--- src/rtl/rd_writeback_regfile_pkg.sv ---
// Shared constants for the writeback register file and its scoreboard.
// Holds default data width, register count, address width and R0 index.
package rd_writeback_regfile_pkg;
   localparam int DEF_DATA_W   = 16;
   localparam int DEF_NUM_REGS = 16;
   localparam int DEF_AW       = $clog2(DEF_NUM_REGS);
   localparam int R0_IDX       = 0;
endpackage

--- src/rtl/rd_writeback_regfile_if.sv ---
// Issue / writeback / read-port bundle for rd_writeback_regfile.
// master: pipeline side (drives issue, wb, read addresses); slave: regfile.
interface rd_writeback_regfile_if #(
   parameter int DATA_W = 16,
   parameter int AW     = 4
);
   logic              issue_valid;
   logic [AW-1:0]     issue_rd;
   logic              issue_ready;
   logic              wb_valid;
   logic [AW-1:0]     wb_rd;
   logic [DATA_W-1:0] wb_data;
   logic [AW-1:0]     ra_addr;
   logic [AW-1:0]     rb_addr;
   logic [DATA_W-1:0] ra_data;
   logic [DATA_W-1:0] rb_data;
   logic              ra_busy;
   logic              rb_busy;
   logic              wb_err;

   modport master (
      output issue_valid, issue_rd, wb_valid, wb_rd, wb_data,
      output ra_addr, rb_addr,
      input  issue_ready, ra_data, rb_data, ra_busy, rb_busy, wb_err
   );

   modport slave (
      input  issue_valid, issue_rd, wb_valid, wb_rd, wb_data,
      input  ra_addr, rb_addr,
      output issue_ready, ra_data, rb_data, ra_busy, rb_busy, wb_err
   );
endinterface

--- src/rtl/rd_writeback_regfile_rf_scoreboard.sv ---
// rf_scoreboard: pending-write bits, WAW issue stall, busy lookup, wb_err.
// Ports: clk/rst, issue (valid/rd/ready), wb (valid/rd), ra/rb addr -> busy, wb_err.
module rf_scoreboard
   import rd_writeback_regfile_pkg::*;
#(
   parameter int NUM_REGS = DEF_NUM_REGS,
   parameter int AW       = $clog2(NUM_REGS)
) (
   input  logic          clk,
   input  logic          rst,
   input  logic          i_issue_valid,
   input  logic [AW-1:0] i_issue_rd,
   output logic          o_issue_ready,
   input  logic          i_wb_valid,
   input  logic [AW-1:0] i_wb_rd,
   input  logic [AW-1:0] i_ra_addr,
   input  logic [AW-1:0] i_rb_addr,
   output logic          o_ra_busy,
   output logic          o_rb_busy,
   output logic          o_wb_err
);
   logic [NUM_REGS-1:0] r_pending;
   logic [NUM_REGS-1:0] w_pending_nxt;
   logic                r_wb_err;
   logic                w_wb_live;
   logic                w_set;

   assign w_wb_live = i_wb_valid && (i_wb_rd != AW'(R0_IDX));

   // A writeback landing this cycle retires the pending entry, so a
   // same-register issue may proceed alongside it.
   assign o_issue_ready = !r_pending[i_issue_rd]
                        || (i_wb_valid && (i_wb_rd == i_issue_rd));

   assign w_set = i_issue_valid && o_issue_ready
                && (i_issue_rd != AW'(R0_IDX));

   // Clear first, then set, so a simultaneous set keeps the bit.
   always_comb begin
      w_pending_nxt = r_pending;
      if (w_wb_live)
         w_pending_nxt[i_wb_rd] = 1'b0;
      if (w_set)
         w_pending_nxt[i_issue_rd] = 1'b1;
      w_pending_nxt[R0_IDX] = 1'b0;
   end

   always_ff @(posedge clk or posedge rst) begin
      if (rst) begin
         r_pending <= '0;
         r_wb_err  <= 1'b0;
      end else begin
         r_pending <= w_pending_nxt;
         if (w_wb_live && !r_pending[i_wb_rd])
            r_wb_err <= 1'b1;
      end
   end

   assign o_ra_busy = r_pending[i_ra_addr];
   assign o_rb_busy = r_pending[i_rb_addr];
   assign o_wb_err  = r_wb_err;
endmodule

--- src/rtl/rd_writeback_regfile.sv ---
// Rd writeback register file: storage, read muxing, scoreboard instance.
// Ports: clk, rst (async high), bus (rd_writeback_regfile_if.slave). Macro: RF_BYPASS_EN.
module rd_writeback_regfile
   import rd_writeback_regfile_pkg::*;
#(
   parameter int DATA_W   = DEF_DATA_W,
   parameter int NUM_REGS = DEF_NUM_REGS
) (
   input  logic                  clk,
   input  logic                  rst,
   rd_writeback_regfile_if.slave bus
);
   localparam int AW = $clog2(NUM_REGS);

   logic [DATA_W-1:0] r_regs [NUM_REGS];
   logic [DATA_W-1:0] w_ra_raw;
   logic [DATA_W-1:0] w_rb_raw;
   logic              w_ra_fwd;
   logic              w_rb_fwd;
   logic              w_ra_busy;
   logic              w_rb_busy;
   logic              w_wb_live;

   assign w_wb_live = bus.wb_valid && (bus.wb_rd != AW'(R0_IDX));

   always_ff @(posedge clk or posedge rst) begin
      if (rst) begin
         for (int i = 0; i < NUM_REGS; i++)
            r_regs[i] <= '0;
      end else if (w_wb_live) begin
         r_regs[bus.wb_rd] <= bus.wb_data;
      end
   end

   assign w_ra_raw = (bus.ra_addr == AW'(R0_IDX)) ? '0 : r_regs[bus.ra_addr];
   assign w_rb_raw = (bus.rb_addr == AW'(R0_IDX)) ? '0 : r_regs[bus.rb_addr];

`ifdef RF_BYPASS_EN
   assign w_ra_fwd = w_wb_live && (bus.ra_addr == bus.wb_rd);
   assign w_rb_fwd = w_wb_live && (bus.rb_addr == bus.wb_rd);
`else
   assign w_ra_fwd = 1'b0;
   assign w_rb_fwd = 1'b0;
`endif

   assign bus.ra_data = w_ra_fwd ? bus.wb_data : w_ra_raw;
   assign bus.rb_data = w_rb_fwd ? bus.wb_data : w_rb_raw;
   assign bus.ra_busy = w_ra_busy && !w_ra_fwd;
   assign bus.rb_busy = w_rb_busy && !w_rb_fwd;

   rf_scoreboard #(
      .NUM_REGS (NUM_REGS),
      .AW       (AW)
   ) u_sb (
      .clk           (clk),
      .rst           (rst),
      .i_issue_valid (bus.issue_valid),
      .i_issue_rd    (bus.issue_rd),
      .o_issue_ready (bus.issue_ready),
      .i_wb_valid    (bus.wb_valid),
      .i_wb_rd       (bus.wb_rd),
      .i_ra_addr     (bus.ra_addr),
      .i_rb_addr     (bus.rb_addr),
      .o_ra_busy     (w_ra_busy),
      .o_rb_busy     (w_rb_busy),
      .o_wb_err      (bus.wb_err)
   );
endmodule

--- src/flat_wrapper.sv ---
// flat-port wrapper written by rule: the top's interface ports become plain ports
module rd_writeback_regfile_flat import rd_writeback_regfile_pkg::*;
#(
   parameter int DATA_W   = DEF_DATA_W,
   parameter int NUM_REGS = DEF_NUM_REGS
)
  (clk, rst, bus_issue_valid, bus_issue_rd, bus_wb_valid, bus_wb_rd, bus_wb_data, bus_ra_addr, bus_rb_addr, bus_issue_ready, bus_ra_data, bus_rb_data, bus_ra_busy, bus_rb_busy, bus_wb_err);
  rd_writeback_regfile_if #(.DATA_W(DATA_W), .AW(4)) bus_i ();
  input  logic clk;
  input  logic rst;
  input wire logic [$bits(bus_i.issue_valid)-1:0] bus_issue_valid;
  input wire logic [$bits(bus_i.issue_rd)-1:0] bus_issue_rd;
  input wire logic [$bits(bus_i.wb_valid)-1:0] bus_wb_valid;
  input wire logic [$bits(bus_i.wb_rd)-1:0] bus_wb_rd;
  input wire logic [$bits(bus_i.wb_data)-1:0] bus_wb_data;
  input wire logic [$bits(bus_i.ra_addr)-1:0] bus_ra_addr;
  input wire logic [$bits(bus_i.rb_addr)-1:0] bus_rb_addr;
  output wire logic [$bits(bus_i.issue_ready)-1:0] bus_issue_ready;
  output wire logic [$bits(bus_i.ra_data)-1:0] bus_ra_data;
  output wire logic [$bits(bus_i.rb_data)-1:0] bus_rb_data;
  output wire logic [$bits(bus_i.ra_busy)-1:0] bus_ra_busy;
  output wire logic [$bits(bus_i.rb_busy)-1:0] bus_rb_busy;
  output wire logic [$bits(bus_i.wb_err)-1:0] bus_wb_err;
  assign bus_i.issue_valid = bus_issue_valid;
  assign bus_i.issue_rd = bus_issue_rd;
  assign bus_i.wb_valid = bus_wb_valid;
  assign bus_i.wb_rd = bus_wb_rd;
  assign bus_i.wb_data = bus_wb_data;
  assign bus_i.ra_addr = bus_ra_addr;
  assign bus_i.rb_addr = bus_rb_addr;
  assign bus_issue_ready = bus_i.issue_ready;
  assign bus_ra_data = bus_i.ra_data;
  assign bus_rb_data = bus_i.rb_data;
  assign bus_ra_busy = bus_i.ra_busy;
  assign bus_rb_busy = bus_i.rb_busy;
  assign bus_wb_err = bus_i.wb_err;
  rd_writeback_regfile #(.DATA_W(DATA_W), .NUM_REGS(NUM_REGS)) u_core (.clk(clk), .rst(rst), .bus(bus_i));
endmodule
--- config.mk ---
export PLATFORM = sky130hd
export DESIGN_NAME = rd_writeback_regfile_flat
export DESIGN_NICKNAME = d
export VERILOG_FILES = /design/src/rtl/rd_writeback_regfile_pkg.sv /design/src/rtl/rd_writeback_regfile_if.sv /design/src/rtl/rd_writeback_regfile_rf_scoreboard.sv /design/src/rtl/rd_writeback_regfile.sv /design/src/flat_wrapper.sv
export SDC_FILE = /design/constraint.sdc
export NUM_CORES = 1
export LEC_CHECK = 0
export CORE_MARGIN = 2
export CORE_UTILIZATION = 30
export DETAILED_ROUTE_END_ITERATION = 16
export DONT_BUFFER_PORTS = 1
export HOLD_SLACK_MARGIN = 0.02
export PLACE_DENSITY = 0.49
export SYNTH_ARGS = -nofsm -noshare
export SYNTH_HDL_FRONTEND = slang
export SYNTH_SLANG_ARGS = --single-unit
--- constraint.sdc ---
create_clock -name clk -period 17.97 [get_ports clk]
set_clock_uncertainty 0.15 [all_clocks]
set_input_delay 2.6955 -clock clk [delete_from_list [all_inputs] [get_ports clk]]
set_output_delay 2.6955 -clock clk [all_outputs]
set_load 0.02 [all_outputs]
# Word-level counts from Yosys, hierarchy flattened
# Cells that the tools add are included.
[word_totals] out_inout_bits=36 ff_bits=272 inputBits=36
[classes] eq_ne=1 n_reduce_logical=15 bitwise_logic=6 muxes=25 magnitude_cmp=10
[ops] op="256-bit bitwise mux" count=1
[ops] op="16-bit 2-to-1 mux" count=9
[ops] op="16-bit binary-select mux with 4-bit select" count=2
[ops] op="16-bit demux with 4-bit select" count=1
[ops] op="4-bit by 5-bit < comparator with 1-bit output (second input constant)" count=4
[ops] op="16-bit AND" count=1
[ops] op="1-bit binary-select mux with 4-bit select" count=4
[ops] op="16-bit NOT" count=1
[ops] op="16-bit OR" count=1
[ops] op="5-bit >= comparator (second input constant)" count=3
[ops] op="4-bit NOT with 5-bit output" count=3
[ops] op="1-bit demux with 4-bit select" count=2
[ops] op="4-bit by 1-bit >= comparator with 1-bit output (second input constant)" count=2
[ops] op="1-bit logical AND" count=8
[ops] op="4-bit zero test" count=2
[ops] op="4-bit nonzero test" count=2
[ops] op="1-bit 2-to-1 mux" count=6
[ops] op="5-bit by 1-bit < comparator with 1-bit output (second input constant)" count=1
[ops] op="4-bit == test" count=1
[ops] op="1-bit zero test" count=2
[ops] op="1-bit logical OR" count=1

# Longest topological paths before layout
# Gate-level depths: netlist (run 1).
[logic_depth] ltp_word=9 mapped_depth=7 depth_no_buf=4

# Modules after synthesis
# From an unflattened synthesis (run 1), not the netlist that was laid out.
[unflattened] hier_cells=1018 hier_area_um2=14480.1
[by_module_without_submodules] module="rd_writeback_regfile" n_inst=1 area_per_inst_um2=13121.3 cells_each=894
[by_module_without_submodules] module="rf_scoreboard" n_inst=1 area_per_inst_um2=1358.8 cells_each=124

# Least setup slack after synthesis (run 1)
# OpenSTA, ideal clock, no wires.
[synth_path] kind="input -> output" from="input bus_ra_addr[1]" to="output bus_ra_data[12]" path_stages=5 t_arrival_ps=4210 required_ps=15124 path_slack_ps=10914 cell_sequence="buf_2 -> buf_2 -> buf_2 -> mux4_2 -> mux4_2"
[synth_via] elab_chain_len=5 elab_cells_between_ends=6 cone_classes="mux (4); bitwise (1); reduce/logical (1)"
[synth_lines] element="from (decl)" line="flat_wrapper.sv:16" rtl="input wire logic [$bits(bus_i.ra_addr)-1:0] bus_ra_addr;"
[synth_lines] element="4-bit NOT with 5-bit output (not written as such)" line="rd_writeback_regfile.sv:35" rtl="assign w_ra_raw = (bus.ra_addr == AW'(R0_IDX)) ? '0 : r_regs[bus.ra_addr];"
[synth_lines] element="16-bit binary-select mux with 4-bit select" line="rd_writeback_regfile.sv:35"
[synth_lines] element="16-bit 2-to-1 mux (not written as such) (2 in series)" line="rd_writeback_regfile.sv:35"
[synth_lines] element="16-bit 2-to-1 mux (*)" line="rd_writeback_regfile.sv:35"
[synth_lines] element="to (decl)" line="flat_wrapper.sv:19" rtl="output wire logic [$bits(bus_i.ra_data)-1:0] bus_ra_data;"
# Every way passes the cells marked *; elsewhere a longest branch is shown, timed or not. The select of a mux whose other input is x is not followed.

# Final worst setup path (run 1)
[layout_path] from="input bus_rb_addr[1]" to="output bus_rb_data[9]"
[layout_via] elab_chain_len=5 elab_cells_between_ends=6 cone_classes="mux (4); bitwise (1); reduce/logical (1)"
[layout_lines] element="from (decl)" line="flat_wrapper.sv:17" rtl="input wire logic [$bits(bus_i.rb_addr)-1:0] bus_rb_addr;"
[layout_lines] element="4-bit NOT with 5-bit output (not written as such)" line="rd_writeback_regfile.sv:36" rtl="assign w_rb_raw = (bus.rb_addr == AW'(R0_IDX)) ? '0 : r_regs[bus.rb_addr];"
[layout_lines] element="16-bit binary-select mux with 4-bit select" line="rd_writeback_regfile.sv:36"
[layout_lines] element="16-bit 2-to-1 mux (not written as such) (2 in series)" line="rd_writeback_regfile.sv:36"
[layout_lines] element="16-bit 2-to-1 mux (*)" line="rd_writeback_regfile.sv:36"
[layout_lines] element="to (decl)" line="flat_wrapper.sv:20" rtl="output wire logic [$bits(bus_i.rb_data)-1:0] bus_rb_data;"
# Marked as above.

==> summary.md, run 1 <==
| Metric | Value |
|---|---|
| DR WL met3 | `2340 um` |
| DP Area | `14700 um2` |
| Post-Place Cells | `1494` |
| Cts repair resizes | `0` |
| Compound-Gate Fraction of Synth Area | `5.14%` |
| Ant diodes | `0` |
| EDFF count, synth | `0` |
| Fill cell count | `around 4600` |
| Finished Layout Cells | `1549` |
| Pre-Repair DR Iteration Count | `5` |
| First-pass GRT wire length | `62500 um` |
| Distinct cells, synth | `39` |
| Mux contribution to synthesized area | `43.1%` |
| DRC viols | `0` |
| Final #Nets | `947` |
| Hold buffer count at cts | `0` |
| Post-Synth XOR/XNOR Area | `less than 1%` |
| Gr ovfl total | `0` |
| Met1 WL | `between 15000 and 20000 um` |
| Wirelength, routed | `40800 um` |
| CP Data Required Time | `15.12 ns` |
| Vias | `8560` |
| Routed length per instance | `26.3 um` |
| Hold path depth | `1` |
| YS warnings | `0` |
| RSZ-0062 raised after global routing | `no` |
| Largest family of logic cells by synthesized area | `multiplexers` |
| Sequential area share after synthesis | `between 40 and 50%` |
| Slew margin rel. | `35.7%` |
| Clock-pin transition on the worst setup and hold timing paths | `0.06 ns` |
| Post-route cell area | `15700 um2` |
| Initial Utilization | `30.2%` |
| Mapped Area | `14300 um2` |
| Simple-Gate Fraction of Synth Area | `3.15%` |
| GPL Wtd Cong | `0.740` |
| Pleak | `0.00638 uW` |
| Tot GR Track Use | `16.7%` |
| Max Used Layer | `met4` |
| Peak supply drop | `69.0 uV` |
| Critical path capture point type | `primary output` |
| Dpl ws | `approximately 11 ns` |
| Commonest cells in the netlist | `dfrtp_1 (256), mux2_2 (248), mux4_2 (121), a21oi_1 (41), buf_2 (40)` |
| Vias in the first global route | `9196` |
| Yosys top cell by area | `dfrtp_1` |
| Initial antenna violation count | `0` |
| Fin Hold WS | `0.371 ns` |
| Synth Area per Inst | `15.0 um2` |
| Hold path start | `u_core.r_regs[149]` |
| Total negative setup slack | `0 ns` |
| Die height | `222 um` |
| WS Path Type | `in -> out` |
| Worst Setup Start Kind | `input pin` |
| Critical path peak fanout | `56` |
| H-tree depth | `1` |
| Routed Antenna Nets | `0` |
| Synthesis-stage register bit count | `256` |
| Most numerous cell in the Yosys netlist | `dfrtp_1` |
| Final Setup Violations | `0` |
| Max clock buf depth | `3` |
| Max-slew violations | `0` |
| PwrDens | `118 nW/um2` |
| Layout cell share with drive strength beyond 1 | `51.5%` |
| Power share of the sequential group | `44.0%` |
| Post-Synth Adder-Cell Area | `0%` |
| Internal | `1350 uW` |
| Core footprint | `47400 um2` |
| Die W | `222 um` |
| Pin count of the biggest net entering global routing | `122` |
| # IOs | `72` |
| Post-DR vias/cell | `5.53` |
| Post-CTS Setup Bufs | `0` |
| Most used DFF post-synth | `dfrtp_1` |
| Skew-Pair Late Insertion Delay | `0.58 ns` |
| Async S/R FF share, synth | `100%` |
| Combinational power share | `22.5%` |
| Status | `complete, no violations` |
| Depth of the worst register-to-register path | `4` |
| Mapped Cells | `around 960` |
| Metal2 WL | `19800 um` |
| PortBufs | `0` |
| Root buffer cell | `clkbuf_16` |
| Max Fclk | `~140 MHz` |
| Hold Path Class | `reg -> reg` |
| Period utilization | `39.9%` |
| Worst-Margin Slew | `0.964 ns` |
| CTS Buf Count | `30` |
| Clk sinks | `about 260` |
| Worst R2R Start | `u_core.u_sb.r_pending[4]` |
| Final HPWL DP | `between 20000 and 25000 um` |
| CTS tree | `done` |
| Final setup margin | `roughly 11 ns` |
| Area of the multi-input gates | `7410 um2` |
| # Max-Cap Violations | `0` |
| Detailed router's first-iteration violation count | `between 600 and 700` |
| Synthesized net count | `around 990` |
| Share of the synthesized area in the top cell type | `44.8%` |
| Switch share | `27.6%` |
| Fin. Hold Viols | `0` |
| Register area | `6410 um2` |
| Critical Path AT | `4.33 ns` |
| Main area contributors after synthesis | `dfrtp_1 (45%), mux2_2 (20%), mux4_2 (19%)` |
| CP startpoint | `bus_rb_addr[1]` |
| Psw | `roughly 510 uW` |
| Rows | `80` |
| Clock power frac | `33.5%` |
| Period minus WS final | `~7.2 ns` |
| Area of the die | `just under 50000 um2` |
| Layout area overhead | `10.0%` |
==> cell type report <==
class | count | share of cell area (%)
clock inverter | 8 | 0.524
clock buffer | 47 | 5.87
timing repair buffer | 18 | 0.858
sequential | 256 | 40.7
tap | 615 | 4.89
multi-input combinational | 601 | 47.0
inverter | 4 | 0.143
==> registers in the layout (all words and copies together) (netlist names) <==
register	cells
u_core.r_regs	240
u_core.u_sb.o_wb_err	1
u_core.u_sb.r_pending	15
==> logic make-up after synthesis <==
kind of cell / count (synthesis)
mux: 421
simple gates: 70
xor+xnor: 4
buf+inv: 99
compound gates: 106
flops: 256
==> per-layer routing <==
metal	global-route usage, %	vias up
met5	0	-
li1	-	3624
met1	22.0	4669
met2	28.4	214
met3	3.39	53
met4	4.14	0
==> power groups by stage <==
| stage | Combinational [uW] | Sequential (uW) | Clock (uW) |
|---|---|---|---|
| floorplan | 385 | 789 | 0 |
| global placement | 417 | 823 | 0 |
| detailed placement | 422 | 827 | 0 |
| CTS | 424 | 818 | 637 |
| global route | 450 | 840 | 663 |
| finish | 419 | 820 | 624 |
==> worst max-delay path, stage by stage <==
cell and delay, ns:
nor2b_2 0.47, buf_4 0.34, a221o_1 0.19, a21oi_1 0.07
a21oi_1 0.53
==> path summary, 6_finish.rpt <==
| path | slack, ns | to |
|---|---|---|
| max in group asynchronous | 14.16 | u_core.r_regs[15] |
| worst max-delay path | 10.79 | bus_rb_data[9] |
| worst min register to register | 0.37 | u_core.r_regs[149] |
| worst min-delay path | 0.37 | u_core.r_regs[149] |
| min in group asynchronous | 1.94 | u_core.r_regs[28] |
| worst max register to register | 16.11 | u_core.u_sb.r_pending[7] |
==> placed cells by master, fill, tap and decap left out, types with 2 or more instances in the layout <==
| master | count |
|---|---|
| a21oi_1 | 41 |
| a221o_1 | 20 |
| a221oi_1 | 2 |
| a22o_1 | 14 |
| buf_4 | 18 |
| clkbuf_1 | 6 |
| clkbuf_16 | 30 |
| clkbuf_8 | 11 |
| clkinv_2 | 4 |
| dfrtp_1 | 256 |
| inv_1 | 3 |
| mux2_2 | 248 |
| mux2_4 | 27 |
| mux2i_1 | 25 |
| mux4_2 | 121 |
| nand2_1 | 10 |
| nand2b_1 | 25 |
| nand3_1 | 3 |
| nand3b_1 | 3 |
| nand3b_4 | 2 |
| nor2_1 | 3 |
| nor2_2 | 9 |
| nor2b_1 | 3 |
| nor2b_2 | 2 |
| nor3_1 | 2 |
| o21ai_0 | 11 |
| o21ai_1 | 2 |
| o31ai_1 | 9 |
| o41ai_1 | 3 |
| or3_1 | 4 |
| xor2_1 | 4 |
==> metrics by stage <==
stage          utilization [%]  power (uW)
3_5_place_dp              31.1        1250
6_report                  33.2        1860
3_3_place_gp              31.1        1240
4_1_cts                   33.2        1880
5_1_grt                   33.2        1950
2_1_floorplan                -        1170
Power figures use the tool's default switching activity.
==> run 2: changes to the inputs <==
clock period = 6.8 ns   (was 17.97 ns; I/O delays follow)
==> summary.md, run 2 (synthesis gave the netlist of run 1 again) <==
| Metric | Value |
|---|---|
| Wirelength, routed | `41100 um (was 40800 um)` |
| Root buffer cell | `clkbuf_16 (unchanged)` |
| Critical Path AT | `2.83 ns (was 4.33 ns)` |
| CP Data Required Time | `5.63 ns (was 15.12 ns)` |
| DRC viols | `0 (unchanged)` |
| Fill cell count | `4662 (was 4637)` |
| Ant diodes | `0 (unchanged)` |
| Max Fclk | `250 MHz` |
| Layout area overhead | `9.55% (was 10.0%)` |
| Worst Setup Start Kind | `input pin (unchanged)` |
| Leading cell types in the layout, fill and taps excluded | `dfrtp_1 (256), mux2_2 (248), mux4_2 (121) (unchanged)` |
| Hold buffer count at cts | `0 (unchanged)` |
| Max clock buf depth | `3 (unchanged)` |
| Critical path peak fanout | `56 (unchanged)` |
| Final #Nets | `946 (was 947)` |
| Largest reg by FF count | `u_core.r_regs (unchanged)` |
| Die W | `222 um (unchanged)` |
| Fin Hold WS | `0.248 ns (was 0.371 ns)` |
| Most common cell after layout, fill and taps aside | `dfrtp_1 (unchanged)` |
| Vias | `8582 (was 8560)` |
| Clock-pin transition on the worst setup and hold timing paths | `0.06 ns (about the same)` |
| Pre-Repair DR Iteration Count | `4 (was 5)` |
| Crit path top cell by count | `a21oi_1 (unchanged)` |
| Final Setup Violations | `0 (unchanged)` |
| Area of the die | `49500 um2 (unchanged)` |
| Period minus WS final | `roughly 4.0 ns` |
| Largest register FFs | `240 (unchanged)` |
| Final HPWL DP | `24500 um (was 24100 um)` |
| Depth of the worst register-to-register path | `3 (was 4)` |
| CTS Buf Count | `28 (was 30)` |
| Rows | `80 (unchanged)` |
| CP max stage delay | `0.86 ns (was 0.53 ns)` |
| Critical path capture point type | `primary output (unchanged)` |
| Vias in the first global route | `8966 (was 9196)` |
| PwrDens | `309 nW/um2 (was 118 nW/um2)` |
| H-tree depth | `1 (unchanged)` |
| Slew margin rel. | `28.8% (was 35.7%)` |
| Worst-Margin Slew | `1.06 ns (was 0.964 ns)` |
| R2r endpoint | `u_core.u_sb.o_wb_err (was u_core.u_sb.r_pending[7])` |
| Total negative setup slack | `0 ns (unchanged)` |
| Worst R2R Start | `u_core.u_sb.r_pending[6] (was u_core.u_sb.r_pending[4])` |
| Register-to-register path setup slack | `4.92 ns (was 16.11 ns)` |
| Peak supply drop | `170 uV (was 69.0 uV)` |
| Max-slew violations | `0 (unchanged)` |
| Cts repair resizes | `0 (unchanged)` |
| Clk sinks | `256 (unchanged)` |
| WS Path Type | `in -> out (unchanged)` |
| CTS tree | `done (unchanged)` |
| PortBufs | `0 (unchanged)` |
| Layout cell share with drive strength beyond 1 | `51.2% (was 51.5%)` |
| Slowest-stage cell, CP | `nor2b_2 (was a21oi_1)` |
| Period utilization | `58.8%` |
| First-pass GRT wire length | `61900 um (was 62500 um)` |
| Area of the multi-input gates | `7400 um2 (was 7410 um2)` |
| Pin count of the biggest net entering global routing | `125 (was 122)` |
| Core footprint | `47400 um2 (unchanged)` |
| Routed length per instance | `26.6 um (was 26.3 um)` |
| Buf+Inv Stages, Crit Path | `0 (was 1)` |
| # Max-Cap Violations | `0 (unchanged)` |
| Gr ovfl total | `0 (unchanged)` |
| Tot GR Track Use | `16.7% (about the same)` |
| Fin. Hold Viols | `0 (unchanged)` |
| Pleak | `0.00635 uW (was 0.00638 uW)` |
| Initial Utilization | `30.2% (unchanged)` |
| Die height | `222 um (unchanged)` |
| Top Family by Delay on Critical Path | `compound AO/OA/AOI/OAI gates (unchanged)` |
| Initial antenna violation count | `0 (unchanged)` |
| CP cell instances | `nor2b_2 > a221o_1 > a21oi_1 > a21oi_1 (was nor2b_2 > buf_4 > a221o_1 > a21oi_1 > a21oi_1)` |
| Post-CTS Setup Bufs | `0 (unchanged)` |
| Skew-Pair Late Insertion Delay | `0.55 ns (was 0.58 ns)` |
| Routed Antenna Nets | `0 (unchanged)` |
| # IOs | `72 (unchanged)` |
| RSZ-0062 raised after global routing | `no (unchanged)` |
| GPL Wtd Cong | `0.765 (was 0.740)` |
| Post-DR vias/cell | `5.55 (was 5.53)` |
| Hold Path Class | `in -> async (was reg -> reg)` |
| Detailed router's first-iteration violation count | `640 (was 689)` |
| Status | `complete, no violations (unchanged)` |
| Register area | `6410 um2 (unchanged)` |
## run 2: cell types whose count changed in the layout (fill, tap and decap cells not counted), sizes merged
cell	delta
buf	+1
clkbuf	-2
inv	-2
## run 2: area by class of cell
cell class	count	share of cell area, %
Multi-Input combinational cell	601	47.2
Sequential cell	256	40.8
Clock buffer	45	5.58
Tap cell	615	4.91
Timing Repair Buffer	19	0.989
Clock inverter	6	0.351
Inverter	4	0.120
## run 2: worst max path at each step
stage                   start                to  slack [ns]  cells past startpoint
2_1_floorplan             rst  u_core.r_regs[0]        2.26                      1
3_3_place_gp   bus_rb_addr[1]   bus_rb_data[15]        2.85                      4
3_5_place_dp   bus_rb_addr[1]   bus_rb_data[15]        2.85                      4
4_1_cts        bus_rb_addr[1]   bus_rb_data[15]        2.86                      4
5_1_grt        bus_rb_addr[1]   bus_rb_data[15]        2.79                      4
6_report       bus_rb_addr[1]   bus_rb_data[15]        2.80                      4
## run 2: routing by layer
metal / share of wire, % / up-vias / track usage (%)
li1: - / 3612 / -
met1: 44 / 4714 / 22.3
met2: 49 / 197 / 27.9
met3: 4.6 / 59 / 2.86
met4: 2.6 / 0 / 5.11
met5: 0 / - / 0
## run 2: where the power goes
| part | switching, uW | internal, uW |
|---|---|---|
| sequential | 279 | 1890 |
| combinational | 415 | 710 |
| clock | 640 | 913 |
## run 2: worst reg2reg max path, cell delays in order, from the launching register on
cell and delay, ns:
dfrtp_1 0.43, mux4_2 0.49, a2111oi_0 0.56, or3_1 0.18
## run 2: through the flow
stage	std cells	cell area (um2)	power, uW	worst slack [ns]	util [%]
finish	1546	15700	4840	2.80	33.1
detailed placement	1495	14800	3320	2.85	31.1
global route	1546	15700	5080	2.79	33.1
CTS	1546	15700	4890	2.86	33.1
floorplan	956	14300	3100	2.26	-
global placement	1495	14800	3300	2.85	31.1
